===== src/rtl/timebase_pkg.sv =====
// Shared types and elaboration helpers for the time base and its timeout channels.
package timebase_pkg;

  typedef enum logic [1:0] {
    IDLE,
    RUN,
    EXPIRED
  } ch_state_e;

  function automatic int calc_div(input int clk_hz, input int tick_hz);
    return clk_hz / tick_hz;
  endfunction

  // Prescaler width; it counts 0..div-1, so div >= 2 always needs at least one bit.
  function automatic int presc_w(input int div);
    return (div < 2) ? 1 : $clog2(div);
  endfunction

endpackage


===== src/rtl/timeout_channel.sv =====
// One-shot timeout channel: counts ticks down from a loaded value and latches expiry.
module timeout_channel
  import timebase_pkg::*;
#(
  parameter int CNT_W = 16
) (
  input  logic             clk,
  input  logic             reset,
  input  logic             tick,
  input  logic             arm,
  input  logic [CNT_W-1:0] arm_val,
  input  logic             cancel,
  output logic             busy,
  output logic             expired
);

  ch_state_e        state, state_nxt;
  logic [CNT_W-1:0] remaining, remaining_nxt;

  always_comb begin
    // NOTE: every variable gets a default first so no path leaves it unassigned (no latch).
    state_nxt     = state;
    remaining_nxt = remaining;
    if (cancel) begin
      state_nxt     = IDLE;
      remaining_nxt = '0;
    end else if (arm) begin
      // A load in a tick cycle swallows that tick: the arm branch wins over counting.
      if (arm_val == '0) begin
        state_nxt     = EXPIRED;
        remaining_nxt = '0;
      end else begin
        state_nxt     = RUN;
        remaining_nxt = arm_val;
      end
    end else if (state == RUN && tick) begin
      remaining_nxt = remaining - CNT_W'(1);
      if (remaining == CNT_W'(1)) state_nxt = EXPIRED;
    end
  end

  always_ff @(posedge clk) begin
    // NOTE: sequential state uses non-blocking assignments so all flops update together.
    if (reset) begin
      state     <= IDLE;
      remaining <= '0;
      busy      <= 1'b0;
      expired   <= 1'b0;
    end else begin
      state     <= state_nxt;
      remaining <= remaining_nxt;
      busy      <= (state_nxt == RUN);
      expired   <= (state_nxt == EXPIRED);
    end
  end

endmodule


===== src/rtl/timebase_timers.sv =====
// Programmable tick prescaler, free-running tick counter with snapshot read,
// and N_CH one-shot timeout channels running off the tick.
module timebase_timers
  import timebase_pkg::*;
#(
  parameter int CLK_HZ  = 200_000_000,
  parameter int TICK_HZ = 1000,
  parameter int TIME_W  = 32,
  parameter int CNT_W   = 16,
  parameter int N_CH    = 4
) (
  input  logic              clk,
  input  logic              reset,
  input  logic              start_port,
  output logic              done_port,
  output logic [TIME_W-1:0] return_port,
  output logic              tick,
  input  logic [N_CH-1:0]   arm,
  input  logic [CNT_W-1:0]  arm_val,
  input  logic [N_CH-1:0]   cancel,
  output logic [N_CH-1:0]   busy,
  output logic [N_CH-1:0]   expired
);

  localparam int DIV     = calc_div(CLK_HZ, TICK_HZ);
  localparam int PRESC_W = presc_w(DIV);
  localparam logic [PRESC_W-1:0] PRESC_LAST = PRESC_W'(DIV - 1);
  localparam logic [PRESC_W-1:0] PRESC_PRE  = PRESC_W'(DIV - 2);

  if ((CLK_HZ % TICK_HZ) != 0 || DIV < 2) begin : g_bad_div
    $error("timebase_timers: CLK_HZ/TICK_HZ must be an integer >= 2");
  end
  if (N_CH < 1 || N_CH > 16) begin : g_bad_nch
    $error("timebase_timers: N_CH must be in 1..16");
  end

  logic [PRESC_W-1:0] presc;
  logic [TIME_W-1:0]  time_cnt;

  // tick is registered, so it is raised one cycle early: it is high while presc == DIV-1.
  always_ff @(posedge clk) begin
    if (reset) begin
      presc <= '0;
      tick  <= 1'b0;
    end else begin
      presc <= (presc == PRESC_LAST) ? '0 : presc + PRESC_W'(1);
      tick  <= (presc == PRESC_PRE);
    end
  end

  always_ff @(posedge clk) begin
    if (reset)     time_cnt <= '0;
    else if (tick) time_cnt <= time_cnt + TIME_W'(1);
  end

  always_ff @(posedge clk) begin
    if (reset) begin
      done_port   <= 1'b0;
      return_port <= '0;
    end else begin
      done_port <= start_port;
      if (start_port) return_port <= time_cnt;
    end
  end

  for (genvar i = 0; i < N_CH; i++) begin : g_ch
    timeout_channel #(
      .CNT_W(CNT_W)
    ) u_ch (
      .clk    (clk),
      .reset  (reset),
      .tick   (tick),
      .arm    (arm[i]),
      .arm_val(arm_val),
      .cancel (cancel[i]),
      .busy   (busy[i]),
      .expired(expired[i])
    );
  end

endmodule


===== config.mk =====
export PLATFORM = sky130hd
export DESIGN_NAME = timebase_timers
export DESIGN_NICKNAME = d
export VERILOG_FILES = /design/src/rtl/timebase_pkg.sv /design/src/rtl/timeout_channel.sv /design/src/rtl/timebase_timers.sv
export SDC_FILE = /design/constraint.sdc
export NUM_CORES = 1
export LEC_CHECK = 0
export CAP_MARGIN = 20
export CORE_MARGIN = 1
export CORE_UTILIZATION = 45
export DETAILED_ROUTE_END_ITERATION = 10
export PLACE_DENSITY = 0.75
export RECOVER_POWER = 25
export SLEW_MARGIN = 20
export SYNTH_ARGS = -nofsm -noshare
export SYNTH_HDL_FRONTEND = slang
export SYNTH_HIERARCHICAL = 1
export SYNTH_SLANG_ARGS = --single-unit

===== constraint.sdc =====
create_clock -name clk -period 3 [get_ports clk]
set_input_delay 0.6 -clock clk [delete_from_list [all_inputs] [get_ports clk]]
set_output_delay 0.6 -clock clk [all_outputs]
set_load 0.01 [all_outputs]

==> results.json <==
{
  "endpoint": "presc[9]$_SDFF_PP0_",
  "synthesis.area_mm2": 0.007789,
  "worst_slew_margin_rel_pct": 8.972,
  "min_period_over_period_pct": 80.43,
  "holdCritPathClass": "reg2reg",
  "crit-reg2reg-capture": "time_cnt[31]$_SDFFE_PP0P_",
  "grt_antenna_before_repair": 0,
  "vias_post_dr": 6538,
  "synth-edff-count": 0,
  "route.antenna.remaining_nets": 0,
  "boundaryPins": 69,
  "grt_overflow_total": 0,
  "cts-buffers-inserted": 17,
  "drc_errors": 0,
  "reg2reg_setup_slack_ps": 700,
  "cp-start-kind": "input pin",
  "wl_um": 17630,
  "rsz0062_at_grt": "no",
  "power.density_cell_area_mw_per_mm2": 525.9,
  "critical_path_required_ps": 3300,
  "htree_num_levels": 4,
  "crit_path_end_kind": "flop",
  "grt_first_pass_wirelength_um": 29810,
  "floorplan.initialDensity_pct": 46.47,
  "post_drt_wl_per_cell_um": 15.45,
  "first_global_vias": 6140,
  "layout.cells.most_common": "sky130_fd_sc_hd__dfxtp_1",
  "max_cap_violations": 0,
  "placed_wire_length_estimate_after_detailed_placement_um": 11720,
  "mean_number_of_vias_per_cell": 5.730,
  "cp.arrival_ps": 2720,
  "flip_flop_cell_with_the_highest_count_after_synthesis": "sky130_fd_sc_hd__dfxtp_1",
  "mapped_avg_cell_area_um2": 9.057,
  "grt_start_max_net_pins": 71,
  "setup-tns-final_ps": 0,
  "drt_pre_antenna_iters": 5,
  "die_height_um": 133.6,
  "cts_setup_buffers": 0,
  "num_antenna_cells": 0,
  "timing_hold_violations_final": 0,
  "cts.hold.buffers_added": 0,
  "p_leak_nw": 3.107,
  "deepest_clock_path_buffer_count": 2,
  "clkSinkCount": 164,
  "place_congestion": 0.8496,
  "cts_tree": "yes",
  "die_w_um": 133.6,
  "timing.hold.ws_ps": 468.5,
  "fillCellCount": 1516,
  "timing.final.crit_period_ps": 2413,
  "reg2reg_from": "tick$_SDFF_PP0_",
  "syn_to_final_growth_pct": 17.99,
  "drt_iter0_markers": 415,
  "number_of_cells_in_the_design_after_placement": 1109,
  "number_of_resized_instances_in_the_post_cts_repair_step": 0,
  "cts-root-buf": "sky130_fd_sc_hd__clkbuf_16",
  "synth_cell_types": 50,
  "clk-insertion-delay-late_ps": 430,
  "part_of_the_yosys_area_used_for_sequential_elements_pct": 42.15,
  "worstMarginPinSlew_ps": 1365,
  "yosysWarningCount": 6,
  "power.ir.vdd_worst_mv": 0.4278,
  "fin_nets": 946,
  "postLayoutCoreUtil_pct": 54.83,
  "final-setup-viol-count": 0,
  "ys_ff_latch": 164,
  "reg2regPathDepth": 4,
  "grt_use_total_pct": 20.70,
  "row_count": 47,
  "most-common-layout-cells": "sky130_fd_sc_hd__dfxtp_1, sky130_fd_sc_hd__nor2_1, sky130_fd_sc_hd__clkdlybuf4s50_1",
  "timing.critical_path.from": "reset",
  "share_of_layout_cells_above_drive_strength_1_pct": 7.818,
  "layout.cells.non_filler": 1141,
  "fin_total_pwr_mw": 4.833,
  "cts.reportedPaths.clkPinSlew_ps": 70,
  "timing.setup.critical_path_class": "in2reg",
  "syn_inst": 860,
  "post_synth_net_total": 898,
  "run_status": "finished, final reports clean",
  "fmaxAchievable_ghz": 0.4144,
  "skew_ps": 11.46,
  "async_reset_ff_share_pct": 0,
  "core_region_area_mm2": 0.01676,
  "die_area_mm2": 0.01784,
  "final_slew_viol_count": 0,
  "port_buffers": 68,
  "worst-path-max-fanout": 70
}
## state kept, by name, summed over array words and instances (netlist names)
register / cells
g_ch.u_ch/remaining: 64
return_port: 32
time_cnt: 32
presc: 18
g_ch.u_ch/state: 8
g_ch.u_ch/busy: 4
g_ch.u_ch/expired: 4
done_port: 1
tick: 1
## cells by family (layout without fill, tap and decap cells)
family	count (synthesis)	after routing	synth area share, %
and+or+nand+nor	334	334	25.88
AOI/OAI and AO/OA	186	186	15.15
DFF	164	164	42.15
buffers and inverters	68	129	3.486
xor gates and xnor gates	58	58	6.522
muxes	39	39	5.044
adders and majority gates	11	11	1.767
## how the worst min path moves through the flow
stage                          end  slack, ps  cells after the start                start
2_1_floorplan  presc[0]$_SDFF_PP0_        430                      1  presc[0]$_SDFF_PP0_
3_3_place_gp   presc[0]$_SDFF_PP0_        440                      1  presc[0]$_SDFF_PP0_
3_5_place_dp   presc[0]$_SDFF_PP0_        460                      1  presc[0]$_SDFF_PP0_
4_1_cts        presc[0]$_SDFF_PP0_        470                      1  presc[0]$_SDFF_PP0_
5_1_grt        presc[0]$_SDFF_PP0_        500                      1  presc[0]$_SDFF_PP0_
6_report       presc[0]$_SDFF_PP0_        470                      1  presc[0]$_SDFF_PP0_
## where the power goes
| group | leakage, nW | total [mW] | internal [mW] | switching, mW |
|---|---|---|---|---|
| logic | 1.48 | 0.366 | 0.151 | 0.216 |
| clock network | 0.294 | 2.20 | 1.13 | 1.06 |
| registers | 1.33 | 2.27 | 2.22 | 0.0487 |
| total | 3.11 | 4.83 | 3.51 | 1.33 |
## stage by stage
step	worst slack (ps)	instance area, um2
2_1_floorplan	1092	7789
3_3_place_gp	636.6	8594
3_5_place_dp	573.6	8594
4_1_cts	740.9	9203
5_1_grt	436.8	9190
6_report	587.1	9190
## Yosys cell counts (4+ instances only)
master	n	area (um2)
sky130_fd_sc_hd__inv_1	23	86.33
sky130_fd_sc_hd__or3_2	4	30.03
sky130_fd_sc_hd__nor4_2	4	50.05
sky130_fd_sc_hd__dfxtp_1	164	3283
sky130_fd_sc_hd__or2_2	8	50.05
sky130_fd_sc_hd__a21oi_1	51	255.2
sky130_fd_sc_hd__o21ai_0	47	235.2
sky130_fd_sc_hd__o21bai_1	8	60.06
sky130_fd_sc_hd__nor2_1	91	341.6
sky130_fd_sc_hd__nand2_1	25	93.84
sky130_fd_sc_hd__and3b_1	4	35.03
sky130_fd_sc_hd__nand4b_1	9	78.83
sky130_fd_sc_hd__xor2_1	16	140.1
sky130_fd_sc_hd__nand3_1	23	115.1
sky130_fd_sc_hd__a32o_1	4	40.04
sky130_fd_sc_hd__nand4_1	20	125.1
sky130_fd_sc_hd__a21boi_0	4	30.03
sky130_fd_sc_hd__ha_1	11	137.6
sky130_fd_sc_hd__a31oi_1	20	125.1
sky130_fd_sc_hd__mux2i_1	37	370.4
sky130_fd_sc_hd__nand3b_1	8	60.06
sky130_fd_sc_hd__buf_2	4	20.02
sky130_fd_sc_hd__nor4_1	22	137.6
sky130_fd_sc_hd__clkbuf_1	37	138.9
sky130_fd_sc_hd__nor2b_1	7	43.79
sky130_fd_sc_hd__nor4_4	4	85.08
sky130_fd_sc_hd__nor3_1	28	140.1
sky130_fd_sc_hd__nand4_4	4	85.08
sky130_fd_sc_hd__o31ai_1	21	157.7
sky130_fd_sc_hd__and3_1	8	50.05
sky130_fd_sc_hd__o31a_1	8	70.07
sky130_fd_sc_hd__xnor2_1	42	367.9
sky130_fd_sc_hd__nor4b_1	4	35.03
sky130_fd_sc_hd__a22o_1	16	140.1
sky130_fd_sc_hd__or3_1	28	175.2
sky130_fd_sc_hd__nor3b_2	4	50.05
sky130_fd_sc_hd__a211oi_1	4	30.03
sky130_fd_sc_hd__or4_1	23	172.7
## final cells by class
cell class / count / area (um2) / area share (%)
clock buffer: 17 / 425.4 / 4.629
tap: 220 / 275.3 / 2.995
sequential: 164 / 3283 / 35.73
clock inverter: 15 / 182.7 / 1.988
timing repair buffer: 74 / 708.2 / 7.706
inverter: 23 / 86.33 / 0.9394
multi-input combinational: 628 / 4229 / 46.02
## critical path: stages
cell and delay, ps:
sky130_fd_sc_hd__clkbuf_1 460, sky130_fd_sc_hd__clkbuf_2 1120, sky130_fd_sc_hd__o21bai_4 430, sky130_fd_sc_hd__nor2_1 90
## routing by layer
metal | share of wire, % | wire [um] | track usage (%) | vias up
li1 | - | - | - | 3281
met1 | 48 | 8476 | 27.70 | 3078
met2 | 46 | 8063 | 32.61 | 156
met3 | 4.6 | 818 | 4.490 | 23
met4 | 1.5 | 270 | 7.702 | 0
met5 | 0 | 0 | 0 | -
No activity file was read; power rests on OpenSTA's default activity.
==> edit 1 (same flow settings) <==
Remove the register `done_port`: a continuous assignment takes its place, so the output `done_port` follows one clock earlier.
--- a/src/rtl/timebase_timers.sv
+++ b/src/rtl/timebase_timers.sv
@@ -56,11 +56,11 @@
   always_ff @(posedge clk) begin
     if (reset) begin
-      done_port   <= 1'b0;
       return_port <= '0;
     end else begin
-      done_port <= start_port;
       if (start_port) return_port <= time_cnt;
     end
   end
+
+  assign done_port = start_port;
 
   for (genvar i = 0; i < N_CH; i++) begin : g_ch
Function: changed (a bounded check fails within 4 cycles, from zero or initial values and one cycle with reset high).
==> edit 1 against the original RTL <==
Clock skew is 0.0032 ns higher; wire length is 3.0% higher; final area is 0.53% lower; hold slack better by 0.0031 ns; area after synthesis is 0.24% lower; worst setup slack worse by 0.015 ns; critical path depth is 2 lower; synthesized cell count is 0.12% lower; total power is 1.6% lower; sequential cell count is 1 lower; count of clock-buffer cells in the layout stayed put; highest routed layer unchanged.
==> edit 1: results (changes against the original RTL) <==
outcome: "completed"
routed_wl_mm: 18.2  # +3.0%
clock_path_buffers: 2  # unchanged
grt_antenna_before_repair: 0  # unchanged
cts_made_buffers: 17  # unchanged
layout-drive-gt1-share: 0.0804  # +0.00226
finalHoldViolCount: 0  # unchanged
slowest_delay_ns: 0.64  # -0.48 ns
synthDistinctLibCells: 50  # unchanged
synth.most_common_cell: "dfxtp_1"
ir_drop_mv: 0.384  # -10%
pre_cts_ws_ns: 0.586  # +0.0124 ns
relSlewSlack: 0.121  # +0.0312
cp.arrival_ns: 1.83  # -0.89 ns
skew_ns: 0.0147  # +0.00324 ns
vias_per_cell: 5.77  # +0.65%
drt-initial-drc-count: 443  # +6.7%
synth_area_leaders: "dfxtp_1, mux2i_1, xnor2_1, nor2_1, a21oi_1"
grt_use_met1: 0.291  # +0.0143
use_met2: 0.317  # -0.00955
dr.max_layer_used: "met4"
grt_first_pass_wirelength_mm: 30.3  # +1.8%
nets: 945  # -0.11%
grt_max_degree: 69  # -2.8%
wl_met2_mm: 8.08  # +0.15%
grt_pass1_vias: 5937  # -3.3%
slowest_stage: "dfxtp_1"
hold_path_class: "reg -> reg"
leakage_uw: 0.00310  # -0.36%
reg.largest.list: "g_ch.u_ch/remaining x64, return_port x32, time_cnt x32"
synth-seq-area-share: 0.420  # -0.00156
dp_hpwl_mm: 12.1  # +3.3%
cts_root_buf: "clkbuf_16"
synth.top_cells.by_count: "dfxtp_1, nor2_1, a21oi_1"
gp_congestion: 0.855  # +0.65%
cp_top_family: "buffers and inverters"
htree_levels: 4  # unchanged
port_buffers: 68  # unchanged
syn-num-nets: 897  # -0.11%
insertion_delay_ns: 0.44
groute.usage.overall: 0.212  # +0.00490
cp_max_fo: 9  # -87%
ctsResizeCount: 0  # unchanged
met3_usage: 0.0529  # +0.00799
antenna_cells: 0  # unchanged
synthArstFlopShare: 0  # unchanged
m1WireLength_mm: 8.62  # +1.7%
postCtsSetupBuffers: 0  # unchanged
grt_overflow: 0  # unchanged
yosys_warnings: 6  # unchanged
cts.clk_slew.worst_paths_ns: 0.07  # about the same
drtPass1Iterations: 5  # unchanged
wl_met3_um: 958  # +17%
[edit 1: changes by cell type in the layout (fill, tap and decap cells not counted), sizes merged]
| cell | before | now |
|---|---|---|
| clkdlybuf4s50 | 66 | 64 |
| dlygate4sd3 | 0 | 2 |
| buf | 5 | 6 |
| bufinv | 0 | 1 |
| clkinv | 6 | 7 |
| clkinvlp | 1 | 0 |
| dfxtp | 164 | 163 |
| inv | 31 | 30 |
| nor2b | 7 | 6 |
[edit 1: power breakdown]
group          internal [µW]  total (µW)  switching (µW)
logic                    151         367             217
registers               2210        2260            50.0
clock network           1170        2130             964
total                   3530        4760            1230
[edit 1: cell families after synthesis]
family / Yosys count / synth area share
compound gates: 186 / 0.152
xor+xnor: 58 / 0.0654
fa+ha+maj: 11 / 0.0177
buf+inv: 69 / 0.0359
flops: 163 / 0.420
mux: 39 / 0.0506
simple gates: 333 / 0.259
[edit 1: final cells by class]
type / count / area (µm²)
fillers: 1492 / 7560
multi-input cells: 627 / 4230
flip-flops and latches: 163 / 3260
repair buffers: 75 / 716
clock buffers: 17 / 425
well taps: 220 / 275
clock inverters: 15 / 148
inverters: 23 / 86.3
[edit 1: worst paths after layout]
| kind | from | end | slack, ns | cells past startpoint |
|---|---|---|---|---|
| min reg2reg | presc[0] | presc[0] | 0.47 | 1 |
| max | tick | tick | 0.57 | 2 |
| max reg2reg | tick | g_ch[1].u_ch/remaining[13] | 0.63 | 4 |
| min | presc[0] | presc[0] | 0.47 | 1 |
[edit 1: per-stage QoR]
stage	power (µW)	instances	area (µm²)	util
after floorplan	2540	859	7770	-
after global routing	4940	1140	9140	0.547
after global placement	2670	1108	8580	0.513
after detailed placement	2670	1108	8580	0.513
after CTS	4790	1140	9150	0.548
final	4760	1140	9140	0.547
==> edit 2 (same flow settings) <==
Without the edit above. `TICK_HZ`: 1000 -> 500.
--- a/src/rtl/timebase_timers.sv
+++ b/src/rtl/timebase_timers.sv
@@ -5,5 +5,5 @@
 #(
   parameter int CLK_HZ  = 200_000_000,
-  parameter int TICK_HZ = 1000,
+  parameter int TICK_HZ = 500,
   parameter int TIME_W  = 32,
   parameter int CNT_W   = 16,
Formal check against the unedited RTL: no difference found for any inputs over 10 cycles, from zero or initial values and one cycle with reset high; that may be too few to reach the edited logic, so the function may still have changed.
==> edit 2 against the original RTL <==
Wire length is 4.5% higher; final area up 0.86%; core utilization up 0.28 points; first-iteration DRC count down 11%; via count increased by 1.3%; area after synthesis up 0.96%; register-to-register slack worse by 0.07 ns; non-clock buffer count increased by 1; worst setup slack improved by 0.039 ns; largest power group unchanged; final cell count rose by 1.1%; sequential cell count rose by 1; total power rose by 1.5%.
==> edit 2: results (changes against the original RTL) <==
cp.arrival_ns: 2.71  # about the same
cp_top_family: "simple AND/OR/NAND/NOR gates"
drtPass1Iterations: 4  # -1
syn-num-nets: 909  # +1.2%
pre_cts_ws_ns: 0.530  # -0.0433 ns
synth_area_leaders: "dfxtp_1, xnor2_1, mux2i_1, nor2_1, a21oi_1"
worstHoldStart: "return_port[0]"
wl_per_cell_um: 16.0  # +3.4%
layout-drive-gt1-share: 0.0686  # -0.00958
drt-initial-drc-count: 371  # -11%
cp_max_fo: 11  # -84%
tightestPinTransition_ns: 1.38  # +0.0115 ns
crit_path_start: "tick"
ctsResizeCount: 0  # unchanged
r2r_setup_slack_ns: 0.63  # -0.07 ns
slowest_stage: "or4_1"
groute.usage.overall: 0.209  # +0.00242
grt_max_degree: 72  # +1.4%
synth.top_cells.by_count: "dfxtp_1, nor2_1, a21oi_1"
grt_first_pass_wirelength_mm: 30.2  # +1.4%
leakage_uw: 0.00315  # +1.3%
cp-end-kind: "flip-flop"
gp_congestion: 0.852  # +0.31%
grt_pass1_vias: 6108  # -0.52%
vias_per_cell: 5.74  # +0.23%
fill_cells: 1518  # +0.13%
cts_made_buffers: 17  # unchanged
ir_drop_mv: 0.528  # +23%
place_area_um2: 8680  # +0.95%
slowest_delay_ns: 0.63  # -0.49 ns
synthDistinctLibCells: 47  # -6.0%
skew_ns: 0.0133  # +0.00189 ns
worstHoldEndpoint: "return_port[0]"
outcome: "completed"
synth-seq-area-share: 0.420  # -0.00148
ff2ff_path_depth: 5  # +1
hold-path-cell-count: 2  # +1
reg.largest.list: "g_ch.u_ch/remaining x64, return_port x32, time_cnt x32"
## edit 2: final cells by class
cell class | instances | area (µm²) | area share
clock buffers | 17 | 425 | 0.0459
clock inverters | 15 | 180 | 0.0194
inverters | 19 | 71.3 | 0.00769
multi-input cells | 642 | 4300 | 0.464
flip-flops and latches | 165 | 3300 | 0.356
well taps | 220 | 275 | 0.0297
repair buffers | 75 | 716 | 0.0772
## edit 2: layer usage
metal	GRT usage	up-vias	wire length, µm	part of all wire
li1	-	3312	-	-
met1	0.276	3123	8750	0.48
met2	0.333	156	8430	0.46
met3	0.0510	31	864	0.047
met4	0.0730	0	372	0.020
met5	0	-	0	0
## edit 2: where the power goes
part | leakage, µW | switching (µW) | internal [µW] | total, µW
logic | 0.00151 | 217 | 150 | 367
clock network | 0.000295 | 986 | 1270 | 2250
registers | 0.00134 | 50.4 | 2240 | 2290
## edit 2: tightest hold or removal path: stages, from the launching register on
cell     delay, ns
dfxtp_1       0.33
mux2i_1       0.06
nor2_1        0.07
## edit 2: per-stage QoR
step                      total power (µW)   util  std cells  hold slack, ns
after floorplan                       2560      -        871           0.447
after global placement                2690  0.516       1121           0.466
after detailed placement              2700  0.516       1121           0.477
after CTS                             4960  0.552       1153           0.490
after global routing                  5080  0.551       1153           0.504
final                                 4910  0.551       1153           0.493
## edit 2: cells by family (layout without fill, tap and decap cells)
group	count (synthesis)	after routing	synth area share
buffers and inverters	64	126	0.0328
AO/OA/AOI/OAI	179	179	0.141
XOR/XNOR	61	61	0.0679
AND/OR/NAND/NOR	350	350	0.268
multiplexers	41	41	0.0528
adder cells (fa/ha/maj)	11	11	0.0175
flip-flops	165	165	0.420
